--- src/rtl/alu_ctrl_pkg.sv ---
// Shared types and constants for the ALU sequencing controller.
// Division states exist only when ALU_CTRL_DIV_EN is defined.
package alu_ctrl_pkg;

  typedef enum logic [3:0] {
    ST_IDLE,
    ST_LOAD,
    ST_EXEC,
    ST_EVAL,
    ST_SHIFT,
`ifdef ALU_CTRL_DIV_EN
    ST_DSHIFT,
    ST_DSUB,
    ST_DCHECK,
`endif
    ST_OUT
  } state_e;

  localparam logic [1:0] OP_ADD = 2'b00;
  localparam logic [1:0] OP_SUB = 2'b01;
  localparam logic [1:0] OP_MUL = 2'b10;
  localparam logic [1:0] OP_DIV = 2'b11;

  localparam logic [2:0] ITER_LAST = 3'd7;

  typedef struct packed {
    logic cnt_load;
    logic cnt_up;
    logic ld_in;
    logic add_en;
    logic sub_en;
    logic shift_en;
    logic restore_en;
    logic q0_set;
    logic out_en;
    logic busy;
    logic done;
  } strobes_t;

endpackage

--- src/rtl/alu_ctrl_if.sv ---
// Request/status and datapath strobe bundle between the controller and the ALU datapath.
// Built with or without ALU_CTRL_DIV_EN; the signal set is the same either way.
interface alu_ctrl_if;
  import alu_ctrl_pkg::*;

  // Handshake: start is a one-cycle request honoured only while busy=0 (IDLE);
  // op is captured on that same edge. done pulses for exactly one cycle with err
  // valid alongside it, and busy drops the following cycle, when a new start may
  // already be presented.
  logic       start;
  logic [1:0] op;
  logic [2:0] cnt;
  logic [1:0] q0_qm1;
  logic       a_sign;
  logic       m_zero;

  logic       cnt_load;
  logic       cnt_up;
  logic       ld_in;
  logic       add_en;
  logic       sub_en;
  logic       shift_en;
  logic       restore_en;
  logic       q0_set;
  logic       out_en;
  logic       busy;
  logic       done;
  logic       err;
  state_e     state;

  modport slave (
    input  start, op, cnt, q0_qm1, a_sign, m_zero,
    output cnt_load, cnt_up, ld_in, add_en, sub_en, shift_en, restore_en,
           q0_set, out_en, busy, done, err, state
  );

  modport master (
    output start, op, cnt, q0_qm1, a_sign, m_zero,
    input  cnt_load, cnt_up, ld_in, add_en, sub_en, shift_en, restore_en,
           q0_set, out_en, busy, done, err, state
  );

endinterface

--- src/rtl/alu_ctrl_decode.sv ---
// Combinational strobe decode from controller state, latched op and datapath flags.
// Division strobes (restore_en/q0_set) exist only when ALU_CTRL_DIV_EN is defined.
module alu_ctrl_decode
  import alu_ctrl_pkg::*;
(
  input  state_e     state,
  input  logic [1:0] op,
  input  logic [1:0] q0_qm1,
  input  logic       a_sign,
  output strobes_t   strb
);

`ifndef ALU_CTRL_DIV_EN
  logic unused_a_sign;
  assign unused_a_sign = a_sign;
`endif

  always_comb begin
    strb = '0;
    unique case (state)
      ST_IDLE: ;
      ST_LOAD: begin
        strb.ld_in    = 1'b1;
        strb.cnt_load = 1'b1;
      end
      ST_EXEC: begin
        strb.add_en = (op == OP_ADD);
        strb.sub_en = (op == OP_SUB);
      end
      // Booth recoding: 10 starts a run of ones (subtract), 01 ends one (add).
      ST_EVAL: begin
        strb.sub_en = (q0_qm1 == 2'b10);
        strb.add_en = (q0_qm1 == 2'b01);
      end
      ST_SHIFT: begin
        strb.shift_en = 1'b1;
        strb.cnt_up   = 1'b1;
      end
`ifdef ALU_CTRL_DIV_EN
      ST_DSHIFT: strb.shift_en = 1'b1;
      ST_DSUB:   strb.sub_en   = 1'b1;
      ST_DCHECK: begin
        strb.cnt_up     = 1'b1;
        strb.restore_en = a_sign;
        strb.q0_set     = ~a_sign;
      end
`endif
      ST_OUT: begin
        strb.out_en = 1'b1;
        strb.done   = 1'b1;
      end
      default: ;
    endcase
    strb.busy = (state != ST_IDLE);
  end

endmodule

--- src/rtl/alu_control_unit.sv ---
// Sequencing controller for the 8-bit ALU: add/sub, Booth multiply, restoring divide.
// Define ALU_CTRL_DIV_EN to build the division path; otherwise op=11 returns err.
module alu_control_unit
  import alu_ctrl_pkg::*;
(
  input logic      clk,
  input logic      rst_n,
  alu_ctrl_if.slave bus
);

  state_e     state, state_nxt;
  logic [1:0] op_q;
  logic       err_q;
  logic       load_err;
  strobes_t   strb;

`ifdef ALU_CTRL_DIV_EN
  assign load_err = (op_q == OP_DIV) && bus.m_zero;
`else
  logic unused_m_zero;
  assign unused_m_zero = bus.m_zero;
  assign load_err      = (op_q == OP_DIV);
`endif

  always_ff @(posedge clk) begin
    if (!rst_n) begin
      state <= ST_IDLE;
      op_q  <= OP_ADD;
      err_q <= 1'b0;
    end else begin
      state <= state_nxt;
      if (state == ST_IDLE && bus.start) op_q <= bus.op;
      // The error cause is settled in LOAD and held until the OUT cycle.
      if (state == ST_LOAD) err_q <= load_err;
    end
  end

  always_comb begin
    state_nxt = state;
    unique case (state)
      ST_IDLE: if (bus.start) state_nxt = ST_LOAD;
      ST_LOAD: begin
        unique case (op_q)
          OP_ADD, OP_SUB: state_nxt = ST_EXEC;
          OP_MUL:         state_nxt = ST_EVAL;
`ifdef ALU_CTRL_DIV_EN
          OP_DIV:         state_nxt = bus.m_zero ? ST_OUT : ST_DSHIFT;
`else
          OP_DIV:         state_nxt = ST_OUT;
`endif
          default:        state_nxt = ST_OUT;
        endcase
      end
      ST_EXEC:  state_nxt = ST_OUT;
      ST_EVAL:  state_nxt = ST_SHIFT;
      // Termination uses the counter value before this cycle's increment.
      ST_SHIFT: state_nxt = (bus.cnt == ITER_LAST) ? ST_OUT : ST_EVAL;
`ifdef ALU_CTRL_DIV_EN
      ST_DSHIFT: state_nxt = ST_DSUB;
      ST_DSUB:   state_nxt = ST_DCHECK;
      ST_DCHECK: state_nxt = (bus.cnt == ITER_LAST) ? ST_OUT : ST_DSHIFT;
`endif
      ST_OUT:   state_nxt = ST_IDLE;
      default:  state_nxt = ST_IDLE;
    endcase
  end

  alu_ctrl_decode u_decode (
    .state  (state),
    .op     (op_q),
    .q0_qm1 (bus.q0_qm1),
    .a_sign (bus.a_sign),
    .strb   (strb)
  );

  assign bus.cnt_load   = strb.cnt_load;
  assign bus.cnt_up     = strb.cnt_up;
  assign bus.ld_in      = strb.ld_in;
  assign bus.add_en     = strb.add_en;
  assign bus.sub_en     = strb.sub_en;
  assign bus.shift_en   = strb.shift_en;
  assign bus.restore_en = strb.restore_en;
  assign bus.q0_set     = strb.q0_set;
  assign bus.out_en     = strb.out_en;
  assign bus.busy       = strb.busy;
  assign bus.done       = strb.done;
  assign bus.err        = (state == ST_OUT) && err_q;
  assign bus.state      = state;

endmodule

--- src/flat_wrapper.sv ---
// flat-port wrapper written by rule: the top's interface ports become plain ports
module alu_control_unit_flat import alu_ctrl_pkg::*;
  (clk, rst_n, bus_start, bus_op, bus_cnt, bus_q0_qm1, bus_a_sign, bus_m_zero, bus_cnt_load, bus_cnt_up, bus_ld_in, bus_add_en, bus_sub_en, bus_shift_en, bus_restore_en, bus_q0_set, bus_out_en, bus_busy, bus_done, bus_err, bus_state);
  alu_ctrl_if bus_i ();
  input logic clk;
  input logic rst_n;
  input wire logic [$bits(bus_i.start)-1:0] bus_start;
  input wire logic [$bits(bus_i.op)-1:0] bus_op;
  input wire logic [$bits(bus_i.cnt)-1:0] bus_cnt;
  input wire logic [$bits(bus_i.q0_qm1)-1:0] bus_q0_qm1;
  input wire logic [$bits(bus_i.a_sign)-1:0] bus_a_sign;
  input wire logic [$bits(bus_i.m_zero)-1:0] bus_m_zero;
  output wire logic [$bits(bus_i.cnt_load)-1:0] bus_cnt_load;
  output wire logic [$bits(bus_i.cnt_up)-1:0] bus_cnt_up;
  output wire logic [$bits(bus_i.ld_in)-1:0] bus_ld_in;
  output wire logic [$bits(bus_i.add_en)-1:0] bus_add_en;
  output wire logic [$bits(bus_i.sub_en)-1:0] bus_sub_en;
  output wire logic [$bits(bus_i.shift_en)-1:0] bus_shift_en;
  output wire logic [$bits(bus_i.restore_en)-1:0] bus_restore_en;
  output wire logic [$bits(bus_i.q0_set)-1:0] bus_q0_set;
  output wire logic [$bits(bus_i.out_en)-1:0] bus_out_en;
  output wire logic [$bits(bus_i.busy)-1:0] bus_busy;
  output wire logic [$bits(bus_i.done)-1:0] bus_done;
  output wire logic [$bits(bus_i.err)-1:0] bus_err;
  output wire logic [$bits(bus_i.state)-1:0] bus_state;
  assign bus_i.start = bus_start;
  assign bus_i.op = bus_op;
  assign bus_i.cnt = bus_cnt;
  assign bus_i.q0_qm1 = bus_q0_qm1;
  assign bus_i.a_sign = bus_a_sign;
  assign bus_i.m_zero = bus_m_zero;
  assign bus_cnt_load = bus_i.cnt_load;
  assign bus_cnt_up = bus_i.cnt_up;
  assign bus_ld_in = bus_i.ld_in;
  assign bus_add_en = bus_i.add_en;
  assign bus_sub_en = bus_i.sub_en;
  assign bus_shift_en = bus_i.shift_en;
  assign bus_restore_en = bus_i.restore_en;
  assign bus_q0_set = bus_i.q0_set;
  assign bus_out_en = bus_i.out_en;
  assign bus_busy = bus_i.busy;
  assign bus_done = bus_i.done;
  assign bus_err = bus_i.err;
  assign bus_state = bus_i.state;
  alu_control_unit u_core (.clk(clk), .rst_n(rst_n), .bus(bus_i));
endmodule
--- config.mk ---
export PLATFORM = sky130hd
export DESIGN_NAME = alu_control_unit_flat
export DESIGN_NICKNAME = d
export VERILOG_FILES = /design/src/rtl/alu_ctrl_pkg.sv /design/src/rtl/alu_ctrl_if.sv /design/src/rtl/alu_ctrl_decode.sv /design/src/rtl/alu_control_unit.sv /design/src/flat_wrapper.sv
export SDC_FILE = /design/constraint.sdc
export NUM_CORES = 1
export LEC_CHECK = 0
export ABC_AREA = 1
export BUFFER_PORTS_ARGS = -buffer_cell sky130_fd_sc_hd__clkbuf_2
export CORE_MARGIN = 5
export CORE_UTILIZATION = 30
export DETAILED_ROUTE_END_ITERATION = 16
export PLACE_DENSITY = 0.71
export SYNTH_ARGS = -nofsm -noshare
export SYNTH_HDL_FRONTEND = slang
export SYNTH_SLANG_ARGS = --single-unit
--- constraint.sdc ---
create_clock -name clk -period 1 [get_ports clk]
set_input_delay 0.05 -clock clk [delete_from_list [all_inputs] [get_ports clk]]
set_output_delay 0.05 -clock clk [all_outputs]
set_load 0.01 [all_outputs]
==> impl_results.md <==
- Hold slack: 38.8 ps
- R2R setup slack: -60 ps
- Drt pass-1 iters: 2
- Number of hold buffers added after cts: 0
- Gr ovfl total: 0
- Share of cells above drive strength 1: 0.625
- Final #Nets: 110
- GR Util All Layers: 0.125
- Top Ports: 28
- Register area share after synthesis: 0.286
- Fillers: 117
- Antenna cell count: 0
- Via count: 497
- Cts bufs inserted: 3
- Fin crit share: 1.17
- FF-to-FF Start: u_core.bus.state[2]
- Setup ws final: -174 ps
- H-tree depth: 1
- Status: finished with violations
- Avg WL per Cell: 11.2 um
- Core area: 1320 sq um
- Critical Path Source Type: register
- Clk buf depth: 2
- Clk_lat worst skew: 240 ps
- RR Endpoint: u_core.bus.state[1]
- Most instantiated cells after synthesis: nand2_1, inv_1, buf_4, dfxtp_1, nand3_1
- Min-delay worst type: input pin to register
- Avg Inst Size Synth: 6.57 sq um
- Distinct cell type count after synthesis: 17
- Largest net degree at the start of global routing: 6
- DR vias/cell: 4.48
- Max VDD drop: 638 uV
- Remaining DRCs: 0
- Synth Cell Area: 420 sq um
- Area of the multi-input gates: 285 sq um
- Register area: 131 sq um
- Clock-pin slew on the worst setup and hold paths: 50 ps
- Initial Util: 0.319
- Final Hold Vio Count: 0
- First-pass GRT wire length: 1.94 mm
- Die H: 47.4 um
- RSZ-0062 raised after global routing: yes
- #FFs+latches synth: 6
- CP endpoint: bus_err
- CTS tree: done
- Crit path DAT: 1120 ps
- Fmax: 852 MHz
- Mapped Cells: 64
- Worst Setup SP: u_core.bus.state[2]
- Fin crit period: 1170 ps
- Synthesis Warnings: 0
- Pwr Total: 0.915 mW
- Vias in the first global route: 512
- Antenna violations before repair: 0
- I/O Buffers: 22
- Main synth FF type: dfxtp_1
- Number of max-cap violations: 0
- Critical setup path kind: register to primary output
- Nature of the critical path endpoint: primary output
- Final Max Tran Viols: 0
- Pwr dens: 1220 nW/um^2
- Final setup vio count: 14
- TritonCTS Sinks: 6
- WL final: 1.24 mm
- Synth area leader: dfxtp_1
- Die area: 2250 sq um
- Async set or reset register ratio after synthesis: 0
- Top cell type's share of synthesized area: 0.286
- Critical path required time: 950 ps
- Crit Path Max Fanout: 4
- Cell row count: 13
- Post-DRT Antenna Nets: 0
- Initial DRC count: 9
- Worst clock skew: 1.03 ps
- Count leader, synth: nand2_1
- Root buffer cell: clkbuf_4
- RePlAce Congestion: 0.722
- P_leak: 0.388 nW
- R2R depth: 7
- Layout area overhead: 78.9%
- Ranking of synthesized cells by area: dfxtp_1, nand2_1, buf_4, nand3_1, nor3_2
- Failing checks: setup timing
- DP HPWL: 892 um
- Number of flops mapped to enable cells by yosys: 0
- Die width: 47.4 um
==> cell type report <==
cell class | instances | area share
clock buffers | 3 | 0.0300
inverters | 11 | 0.0682
multi-input cells | 43 | 0.379
flip-flops and latches | 6 | 0.175
well taps | 15 | 0.0250
repair buffers | 33 | 0.323
==> worst max-delay path, stage by stage, from the launching register on <==
cell,delay (ps)
dfxtp_4,390
inv_6,50
nor3_4,180
and2_1,140
buf_2,120
==> registers in the layout, summed over array words and instances (netlist names) <==
register,count
u_core.bus.state,3
u_core.op_q,2
u_core.err_q,1
==> cell families after synthesis <==
group	count (synthesis)	synth area share
buffers and inverters	17	0.205
other	1	0.00892
DFF	6	0.286
AOI/OAI and AO/OA	8	0.110
and+or+nand+nor	32	0.390
==> how the worst min path moves through the flow <==
stage / startpoint / to / slack (ps) / depth (start not counted)
6_report: rst_n / u_core.bus.state[2] / 40 / 3
3_3_place_gp: rst_n / u_core.bus.state[2] / 270 / 3
2_1_floorplan: rst_n / u_core.bus.state[2] / 150 / 2
4_1_cts: rst_n / u_core.bus.state[2] / 30 / 3
5_1_grt: rst_n / u_core.bus.state[2] / 50 / 3
3_5_place_dp: rst_n / u_core.bus.state[2] / 270 / 3
==> per-stage QoR <==
| stage | area (sq um) | setup TNS (ps) | setup slack [ps] | util | cells |
|---|---|---|---|---|---|
| 3_5_place_dp | 556 | -83.1 | -20.9 | 0.422 | 101 |
| 5_1_grt | 752 | -2540 | -268 | 0.571 | 111 |
| 4_1_cts | 663 | -1660 | -197 | 0.503 | 110 |
| 3_3_place_gp | 556 | 0 | 0.367 | 0.422 | 101 |
| 2_1_floorplan | 442 | -37.9 | -37.9 | - | 66 |
| 6_report | 752 | -1640 | -174 | 0.571 | 111 |
==> metal layers <==
layer | global-route usage | wire length (um) | part of all wire | vias to the layer above
met2 | 0.233 | 703 | 0.57 | 14
li1 | - | - | - | 258
met3 | 0.0226 | 71 | 0.057 | 0
met4 | 0.0829 | 0 | 0 | 0
met1 | 0.124 | 469 | 0.38 | 225
met5 | 0 | 0 | 0 | -
==> placed cells by master, fill, tap and decap left out, types with 2 or more instances in the layout <==
master / Yosys / final
clkbuf_2: 0 / 14
nand2_1: 14 / 12
buf_6: 0 / 8
inv_1: 7 / 7
buf_4: 6 / 7
nor2_4: 0 / 4
a21oi_1: 4 / 4
nand2_2: 2 / 3
nand3_2: 0 / 3
nand3_1: 6 / 3
conb_1: 1 / 3
clkbuf_4: 0 / 3
buf_2: 0 / 3
dfxtp_4: 0 / 3
dfxtp_1: 6 / 3
inv_4: 0 / 2
nor3_4: 0 / 2
==> what timing repair did <==
item | 4_1_cts | 5_1_grt
pin swaps | 5 | 9
buffers inserted | 6 | 1
gates resized for setup | 11 | 27
setup endpoints to repair | 13 | 15
==> where the power goes <==
group	switching, mW	total, mW	internal (mW)
Sequential	0.0414	0.304	0.263
Clock	0.0816	0.217	0.135
Combinational	0.205	0.393	0.188
Total	0.328	0.915	0.587
Power figures use the tool's default switching activity.
